--- src/rtl/pipe_hazard_ctrl_pkg.sv ---
// Shared definitions for the miniRV pipeline hazard sequencer:
// state encodings, register-index constants and the load-use detector.
package pipe_hazard_ctrl_pkg;

    localparam logic [1:0] ST_RUN    = 2'd0;
    localparam logic [1:0] ST_FREEZE = 2'd1;
    localparam logic [1:0] ST_RESUME = 2'd2;

    localparam logic [4:0] REG_X0 = 5'd0;

    // x0 is hardwired to zero, so a load targeting it can never create a hazard.
    function automatic logic load_use(
        input logic       ex_is_load,
        input logic [4:0] ex_rd,
        input logic [4:0] id_rs1,
        input logic [4:0] id_rs2,
        input logic       id_re1,
        input logic       id_re2
    );
        return ex_is_load && (ex_rd != REG_X0) &&
               ((id_re1 && (id_rs1 == ex_rd)) || (id_re2 && (id_rs2 == ex_rd)));
    endfunction

endpackage

--- src/rtl/pipe_hazard_ctrl_sat_counter.sv ---
// Saturating up-counter with synchronous active-high clear; holds at all-ones.
module sat_counter #(
    parameter int unsigned CNT_W = 16
) (
    input  logic             clk_i,
    input  logic             rst_i,
    input  logic             en_i,
    output logic [CNT_W-1:0] cnt_o
);

    logic [CNT_W-1:0] cnt_q;

    always_ff @(posedge clk_i) begin
        if (rst_i) begin
            cnt_q <= '0;
        end else if (en_i && (cnt_q != '1)) begin
            cnt_q <= cnt_q + CNT_W'(1);
        end
    end

    assign cnt_o = cnt_q;

endmodule

--- src/rtl/pipe_hazard_ctrl.sv ---
// Stall/flush/redirect sequencer for the 5-stage miniRV pipeline, with a pending
// redirect held across data-memory freezes and saturating hazard counters.
module pipe_hazard_ctrl
    import pipe_hazard_ctrl_pkg::*;
#(
    parameter int unsigned CNT_W           = 16,
    parameter bit          RESUME_REDIRECT = 1'b1
) (
    input  logic             cpu_clk,
    input  logic             cpu_rst,
    input  logic             npc_op_i,
    input  logic [31:0]      j_pc_i,
    input  logic             ex_is_load_i,
    input  logic [4:0]       ex_rd_i,
    input  logic [4:0]       id_rs1_i,
    input  logic [4:0]       id_rs2_i,
    input  logic             id_re1_i,
    input  logic             id_re2_i,
    input  logic             mem_busy_i,
    output logic             pc_stall_o,
    output logic             if_id_stall_o,
    output logic             id_ex_stall_o,
    output logic             ex_mem_stall_o,
    output logic             if_id_flush_o,
    output logic             id_ex_flush_o,
    output logic             redirect_o,
    output logic [31:0]      redirect_pc_o,
    output logic [CNT_W-1:0] lu_stall_cnt_o,
    output logic [CNT_W-1:0] redirect_cnt_o,
    output logic [CNT_W-1:0] freeze_cnt_o
);

    logic [1:0]       state_q, state_d;
    logic             pend_q, pend_d;
    logic [31:0]      pend_pc_q, pend_pc_d;
    logic             lu;
    logic             lu_inc, redir_inc, frz_inc;
    logic [CNT_W-1:0] lu_cnt, redir_cnt, frz_cnt;

    assign lu = load_use(ex_is_load_i, ex_rd_i, id_rs1_i, id_rs2_i, id_re1_i, id_re2_i);

    always_comb begin
        state_d        = state_q;
        pend_d         = pend_q;
        pend_pc_d      = pend_pc_q;
        pc_stall_o     = 1'b0;
        if_id_stall_o  = 1'b0;
        id_ex_stall_o  = 1'b0;
        ex_mem_stall_o = 1'b0;
        if_id_flush_o  = 1'b0;
        id_ex_flush_o  = 1'b0;
        redirect_o     = 1'b0;
        redirect_pc_o  = 32'd0;
        lu_inc         = 1'b0;
        redir_inc      = 1'b0;
        frz_inc        = 1'b0;

        case (state_q)
            ST_RUN: begin
                if (mem_busy_i) begin
                    {pc_stall_o, if_id_stall_o, id_ex_stall_o, ex_mem_stall_o} = 4'b1111;
                    if (npc_op_i) begin
                        pend_d    = 1'b1;
                        pend_pc_d = j_pc_i;
                    end
                    state_d = ST_FREEZE;
                end else if (npc_op_i) begin
                    // The ID instruction is wrong-path, so any load-use hazard is moot.
                    redirect_o    = 1'b1;
                    redirect_pc_o = j_pc_i;
                    if_id_flush_o = 1'b1;
                    id_ex_flush_o = 1'b1;
                    redir_inc     = 1'b1;
                end else if (lu) begin
                    pc_stall_o    = 1'b1;
                    if_id_stall_o = 1'b1;
                    id_ex_flush_o = 1'b1;
                    lu_inc        = 1'b1;
                end
            end
            ST_FREEZE: begin
                {pc_stall_o, if_id_stall_o, id_ex_stall_o, ex_mem_stall_o} = 4'b1111;
                frz_inc = 1'b1;
                if (npc_op_i) begin
                    pend_d    = 1'b1;
                    pend_pc_d = j_pc_i;
                end
                if (!mem_busy_i) begin
                    if (pend_d && RESUME_REDIRECT) begin
                        state_d = ST_RESUME;
                    end else begin
                        state_d = ST_RUN;
                        pend_d  = 1'b0;
                    end
                end
            end
            ST_RESUME: begin
                if (mem_busy_i) begin
                    {pc_stall_o, if_id_stall_o, id_ex_stall_o, ex_mem_stall_o} = 4'b1111;
                    state_d = ST_FREEZE;
                end else begin
                    redirect_o    = 1'b1;
                    redirect_pc_o = pend_pc_q;
                    if_id_flush_o = 1'b1;
                    id_ex_flush_o = 1'b1;
                    redir_inc     = 1'b1;
                    pend_d        = 1'b0;
                    state_d       = ST_RUN;
                end
            end
            default: begin
                state_d = ST_RUN;
                pend_d  = 1'b0;
            end
        endcase

        if (cpu_rst) begin
            pc_stall_o     = 1'b0;
            if_id_stall_o  = 1'b0;
            id_ex_stall_o  = 1'b0;
            ex_mem_stall_o = 1'b0;
            if_id_flush_o  = 1'b0;
            id_ex_flush_o  = 1'b0;
            redirect_o     = 1'b0;
            redirect_pc_o  = 32'd0;
        end
    end

    always_ff @(posedge cpu_clk) begin
        if (cpu_rst) begin
            state_q   <= ST_RUN;
            pend_q    <= 1'b0;
            pend_pc_q <= 32'd0;
        end else begin
            state_q   <= state_d;
            pend_q    <= pend_d;
            pend_pc_q <= pend_pc_d;
        end
    end

    sat_counter #(.CNT_W(CNT_W)) u_lu_cnt (
        .clk_i (cpu_clk),
        .rst_i (cpu_rst),
        .en_i  (lu_inc),
        .cnt_o (lu_cnt)
    );

    sat_counter #(.CNT_W(CNT_W)) u_redir_cnt (
        .clk_i (cpu_clk),
        .rst_i (cpu_rst),
        .en_i  (redir_inc),
        .cnt_o (redir_cnt)
    );

    sat_counter #(.CNT_W(CNT_W)) u_frz_cnt (
        .clk_i (cpu_clk),
        .rst_i (cpu_rst),
        .en_i  (frz_inc),
        .cnt_o (frz_cnt)
    );

    // Counters read as zero during reset, like every other output.
    assign lu_stall_cnt_o = cpu_rst ? '0 : lu_cnt;
    assign redirect_cnt_o = cpu_rst ? '0 : redir_cnt;
    assign freeze_cnt_o   = cpu_rst ? '0 : frz_cnt;

endmodule

--- config.mk ---
export PLATFORM = sky130hd
export DESIGN_NAME = pipe_hazard_ctrl
export DESIGN_NICKNAME = d
export VERILOG_FILES = /design/src/rtl/pipe_hazard_ctrl_pkg.sv /design/src/rtl/pipe_hazard_ctrl_sat_counter.sv /design/src/rtl/pipe_hazard_ctrl.sv
export SDC_FILE = /design/constraint.sdc
export NUM_CORES = 1
export LEC_CHECK = 0
export CORE_MARGIN = 3
export CORE_UTILIZATION = 30
export CTS_CLUSTER_SIZE = 28
export DETAILED_ROUTE_END_ITERATION = 6
export HOLD_SLACK_MARGIN = 0.06
export MAX_ROUTING_LAYER = met4
export PLACE_DENSITY = 0.53
export SLEW_MARGIN = 0
export SYNTH_ARGS = -nofsm -noshare
export SYNTH_HDL_FRONTEND = slang
export SYNTH_SLANG_ARGS = --single-unit
--- constraint.sdc ---
create_clock -name cpu_clk -period 3.3 [get_ports cpu_clk]
set_clock_uncertainty 0.05 [all_clocks]
set_input_delay 0.66 -clock cpu_clk [delete_from_list [all_inputs] [get_ports cpu_clk]]
set_output_delay 0.66 -clock cpu_clk [all_outputs]
set_load 0.01 [all_outputs]
### Yosys cells after proc, flatten, opt, wreduce, memory -nomap -nowiden

Cells that the tools add are included.

* eq/ne operators: 10
* add/subtract/negate cells: 3
* mux-type cells: 43
* reduce and logical (&&, ||, !) cells: 15

Operators by type and width (count)
* $mux 32: 6
* $pmux 32 s2: 2
* $add 16x1->16 const B: 3
* $mux 16: 3
* $ne 16x16->1 const B: 3
* $mux 1: 23
* $eq 5x5->1: 2
* $logic_and 1x1->1: 7
* $mux 2: 3
* $ne 2x2->1 const B: 3
* $pmux 1 s2: 3
* $pmux 1 s3: 2
* $pmux 2 s3: 1
* $reduce_and 2->1: 3
* $reduce_bool 5->1: 1
* $eq 2x1->1 const B: 1
* $eq 2x2->1 const B: 1
* $logic_not 2->1: 1
* $reduce_bool 2->1: 1
* $reduce_or 2->1: 1
* $logic_or 1x1->1: 1

* output and inout bits: 87
* word-level logic and storage cells: 77
* flip-flop bits (word level): 83

### Logic depth before layout (Yosys ltp)

* depth in word-level cells: 9
* depth in mapped cells: 7

### Cells and area by module

From an unflattened synthesis, not the netlist that was laid out.

* cells, all modules: 613
* area, all modules: 4762.1 µm²

By module, submodules not included
* sat_counter: times used 3, cells each 99, area an instance 848.3 µm², seq. area each 320.3 µm²
* pipe_hazard_ctrl: times used 1, cells each 316, area an instance 2217.1 µm², seq. area each 700.7 µm²

### Least setup slack after synthesis

No wires, ideal clock.

* path kind: input port to output port
* start point: in cpu_rst
* end point: out pc_stall_o
* path slack: 0.579 ns
* buffers on the path: 4
* stages: 6
* data arrival time: 2.011 ns
* path through: clkbuf_1 > clkbuf_1 > clkbuf_1 > a21oi_1 > o21bai_1 > buf_4

* word-level cells in the longest chain between the ends: 1

RTL lines
* start, declared: line pipe_hazard_ctrl.sv:10 `input logic cpu_rst,`
* $mux 1
* end, declared: line pipe_hazard_ctrl.sv:20 `output logic pc_stall_o,`

No other way between the ends.

### Worst setup path in the final report

* start point: in ex_rd_i[2]
* end point: out if_id_stall_o

* word-level cells in the longest chain between the ends: 9
* elaborated cells on any way between the ends: 13

RTL lines
* start, declared: line pipe_hazard_ctrl.sv:14 `input logic [4:0] ex_rd_i,`
* $eq 5x5->1: line pipe_hazard_ctrl_pkg.sv:21 `((id_re1 && (id_rs1 == ex_rd)) || (id_re2 && (id_rs2 == ex_rd)));`
* $logic_and 1x1->1: line pipe_hazard_ctrl_pkg.sv:21
* $logic_or 1x1->1: line pipe_hazard_ctrl_pkg.sv:21
* $logic_and 1x1->1 *: line pipe_hazard_ctrl_pkg.sv:20 `return ex_is_load && (ex_rd != REG_X0) &&`
* $mux 1 *: line pipe_hazard_ctrl.sv:74 `end else if (lu) begin`
* $mux 1 *: line pipe_hazard_ctrl.sv:67 `end else if (npc_op_i) begin`
* $mux 1 *: line pipe_hazard_ctrl.sv:60 `if (mem_busy_i) begin`
* $pmux 1 s3 *: line pipe_hazard_ctrl.sv:58 `case (state_q)`
* $mux 1 *: line pipe_hazard_ctrl.sv:117 `if (cpu_rst) begin`
* end, declared: line pipe_hazard_ctrl.sv:21 `output logic if_id_stall_o,`

Every way passes the cells marked *; elsewhere a longest branch is shown, timed or not.

==> results.md <==
- Status: finished clean
- Worst R2R End: u_redir_cnt.cnt_o[1]
- Vias in the first global route: around 4500
- Final setup viols: 0
- Post-Syn Instances: 601
- Share of cells above drive strength 1: ~8.7%
- Io pins: 141
- Multi-input logic area: 2730 um2
- Ys Warns: 0
- Post-CTS Hold Fix Bufs: 0
- Most frequent cells after synthesis: nand2_1 (89), nor2_1 (84), dfxtp_1 (83)
- Final nets: 790
- Reg power frac: between 40% and 50%
- Setup TNS: 0 ps
- Fillers: 1467
- DRT Pass-1 Iters: 4
- Crit path time final: between 3000 and 4000 ps
- Worst rel slew slack: 59.4%
- Overall Power: 2.39 mW
- Hold slack: between 400 and 500 ps
- H-tree depth: 3
- R2R depth: 6
- First-pass GRT wire length: between 20000 and 25000 um
- Placeable Area: about 15000 um2
- Top FF cell, synth: dfxtp_1
- Reg2Reg Launch Point: u_redir_cnt.cnt_o[0]
- Register-to-register setup slack: approximately 1100 ps
- Routed vias/inst: 5.01
- Initial antenna violation count: 0
- Worst Setup Path Type: primary input to output pin
- CP endpoint: if_id_stall_o
- Post-synthesis cell type count: 43
- Startpoint types: primary input
- CTS Sinks: 83
- PD cells: between 300 and 400 nW/um2
- Gr ovfl total: 0
- Max clock buf depth: 2
- Final Util: a little under half
- Die ar.: 16700 um2
- Clk_lat worst skew: 340 ps
- Antenna cells: 0
- Post-DP HPWL: 9330 um
- Crit path DAT: around 2500 ps
- Post-synthesis area per instance: around 7.6 um2
- Final period utilization: 97.5%
- Die X: between 100 and 150 um
- ANT nets after route: 0
- Number of synthesized flops with an enable pin: 0
- Switching Share: a little under a quarter
- Internal power: between 1.5 and 2 mW
- CTS buffer count: 9
- Area Overhead vs Synth: 45.4%
- CTS tree: yes
- Psw: 563 uW
- Count leader, synth: nand2_1
- Min-delay worst type: register to register
- Starting Density: a little under a third
- Pin count of the biggest net entering global routing: 65
- RSZ-0062 raised after global routing: false
- Origin of the worst setup path: ex_rd_i[2]
- Max VDD drop: approximately 0.18 mV
- DR vias: ~4600
- Logic pwr share: approximately an eighth
- Die Y: approximately 130 um
- Actual slew at the worst max-slew pin: between 600 and 700 ps
- Reg clk slew, reported paths: roughly 60 ps
- Fmax: a little over 300 MHz
- Clock root buffer: clkbuf_16
- Final hold viol count: 0
- Register area share after synthesis: a little over a third
- WL final: about 13000 um
- Top post-synthesis cells by area: dfxtp_1 (36%), nand2_1 (7.3%), nor2_1 (6.9%)
- Sequential Area: 1660 um2
- Yosys top cell by area: dfxtp_1
- Leakage: roughly 2.9 nW
- Routability congestion estimate: about 0.83
- Async S/R FF share, synth: 0%
- Synthesized Nets: about 660
- Req. time, crit path: between 2000 and 3000 ps
- WL/cell: around 14 um
- Post-DP Area: slightly above 6000 um2
- Overall Global Routing Usage: roughly 16%
- Max-slew violations: 0
- Residual DRC count: 0
- Clock network fraction of total power: 44.3%
- Max_cap viols: 0
- I/O Buffers: 140
- Cell Area, Synth: 4550 um2
- Cell Rows: 44
- Worst hold start: pend_pc_q[3]
- Top cell type's share of synthesized area: a little over a third
- Crit Path Max Fanout: 2
- Register bit total from synthesis: 83
- Initial DRC count: 208
- Final instance area: around 6600 um2
- Worst setup EP type: output pin
[layout by cell type, fill, tap and decap left out, types with 3 or more instances in the layout]
cell and count:
or2_2 3, nor2_1 82, inv_1 4, a21oi_1 41, clkdlybuf4s50_1 103, dlymetal6s2s_1 33, a22oi_1 32, nor3_1 13
nor4_1 13, xnor2_1 11, dfxtp_1 83, or4_1 5, nand4_1 19, nand2b_1 5, and2_1 4, nor2b_1 48
or3_1 7, clkbuf_16 10, and4_1 4, nand2_1 89, o2111ai_1 4, o21ai_0 14, nand3_1 11, xor2_1 22
ha_1 3, mux2_2 14, buf_4 20, and3_1 7
[how the worst min path moves through the flow]
| stage | depth (start not counted) | endpoint | slack, ps |
|---|---|---|---|
| after global placement | 2 | pend_pc_q[0] | 390 |
| after global routing | 2 | pend_pc_q[3] | 420 |
| after floorplan | 2 | pend_pc_q[0] | 390 |
| final | 2 | pend_pc_q[3] | 410 |
| after detailed placement | 2 | pend_pc_q[10] | 400 |
| after CTS | 2 | pend_pc_q[9] | 410 |
[timing repair]
item	in CTS	in global routing
endpoints found under the hold margin	0	0
resized for setup	3	40
buffers inserted	0	0
pin swaps	1	3
endpoints found under the setup margin	3	32
gates cloned	0	1
[critical path, cell delays in order]
cell	delay (ps)
clkdlybuf4s50_1	450
buf_4	160
or4_4	510
o21a_1	200
nand2b_1	150
o21bai_2	100
dlygate4sd2_1	290
[per-layer routing]
metal	GRT usage, %	wire length, um	vias to the layer above
met2	25.6	6100	124
met1	20.4	6220	2137
met3	3.30	762	17
met5	-	0	-
met4	5.44	207	0
li1	-	-	2341
[through the flow]
stage / worst slack (ps) / cells
after floorplan: 579 / 601
after global placement: -167 / 905
after detailed placement: -247 / 905
after CTS: 18.9 / 921
after global routing: 3.91 / 922
final: 81.5 / 922
[state kept, by name, indices dropped and copies added, names as in the netlist]
signal	count
u_lu_cnt.cnt_o	16
pend_pc_q	32
pend_q	1
u_frz_cnt.cnt_o	16
state_q	2
u_redir_cnt.cnt_o	16
[cell families after synthesis]
| group | Yosys count | share of synthesized area [%] |
|---|---|---|
| AO/OA/AOI/OAI | 100 | 13.6 |
| XOR/XNOR | 33 | 6.35 |
| adder cells (fa/ha/maj) | 3 | 0.824 |
| buffers and inverters | 45 | 4.04 |
| flip-flops | 83 | 36.5 |
| multiplexers | 15 | 3.68 |
| AND/OR/NAND/NOR | 322 | 35.0 |
[power groups by stage]
stage	Clock, mW	Combinational, mW	Sequential, mW
after detailed placement	0	0.287	1.07
after floorplan	0	0.138	1.06
final	1.06	0.286	1.04
after global routing	1.14	0.318	1.05
after global placement	0	0.285	1.07
after CTS	1.09	0.287	1.04
[final cells by class]
| class | count | share of cell area (%) |
|---|---|---|
| multi-input cells | 473 | 41.2 |
| inverters | 4 | 0.227 |
| flip-flops and latches | 83 | 25.1 |
| clock buffers | 11 | 3.51 |
| repair buffers | 162 | 25.3 |
| clock inverters | 5 | 1.17 |
| well taps | 184 | 3.48 |
Power figures use the tool's default switching activity.
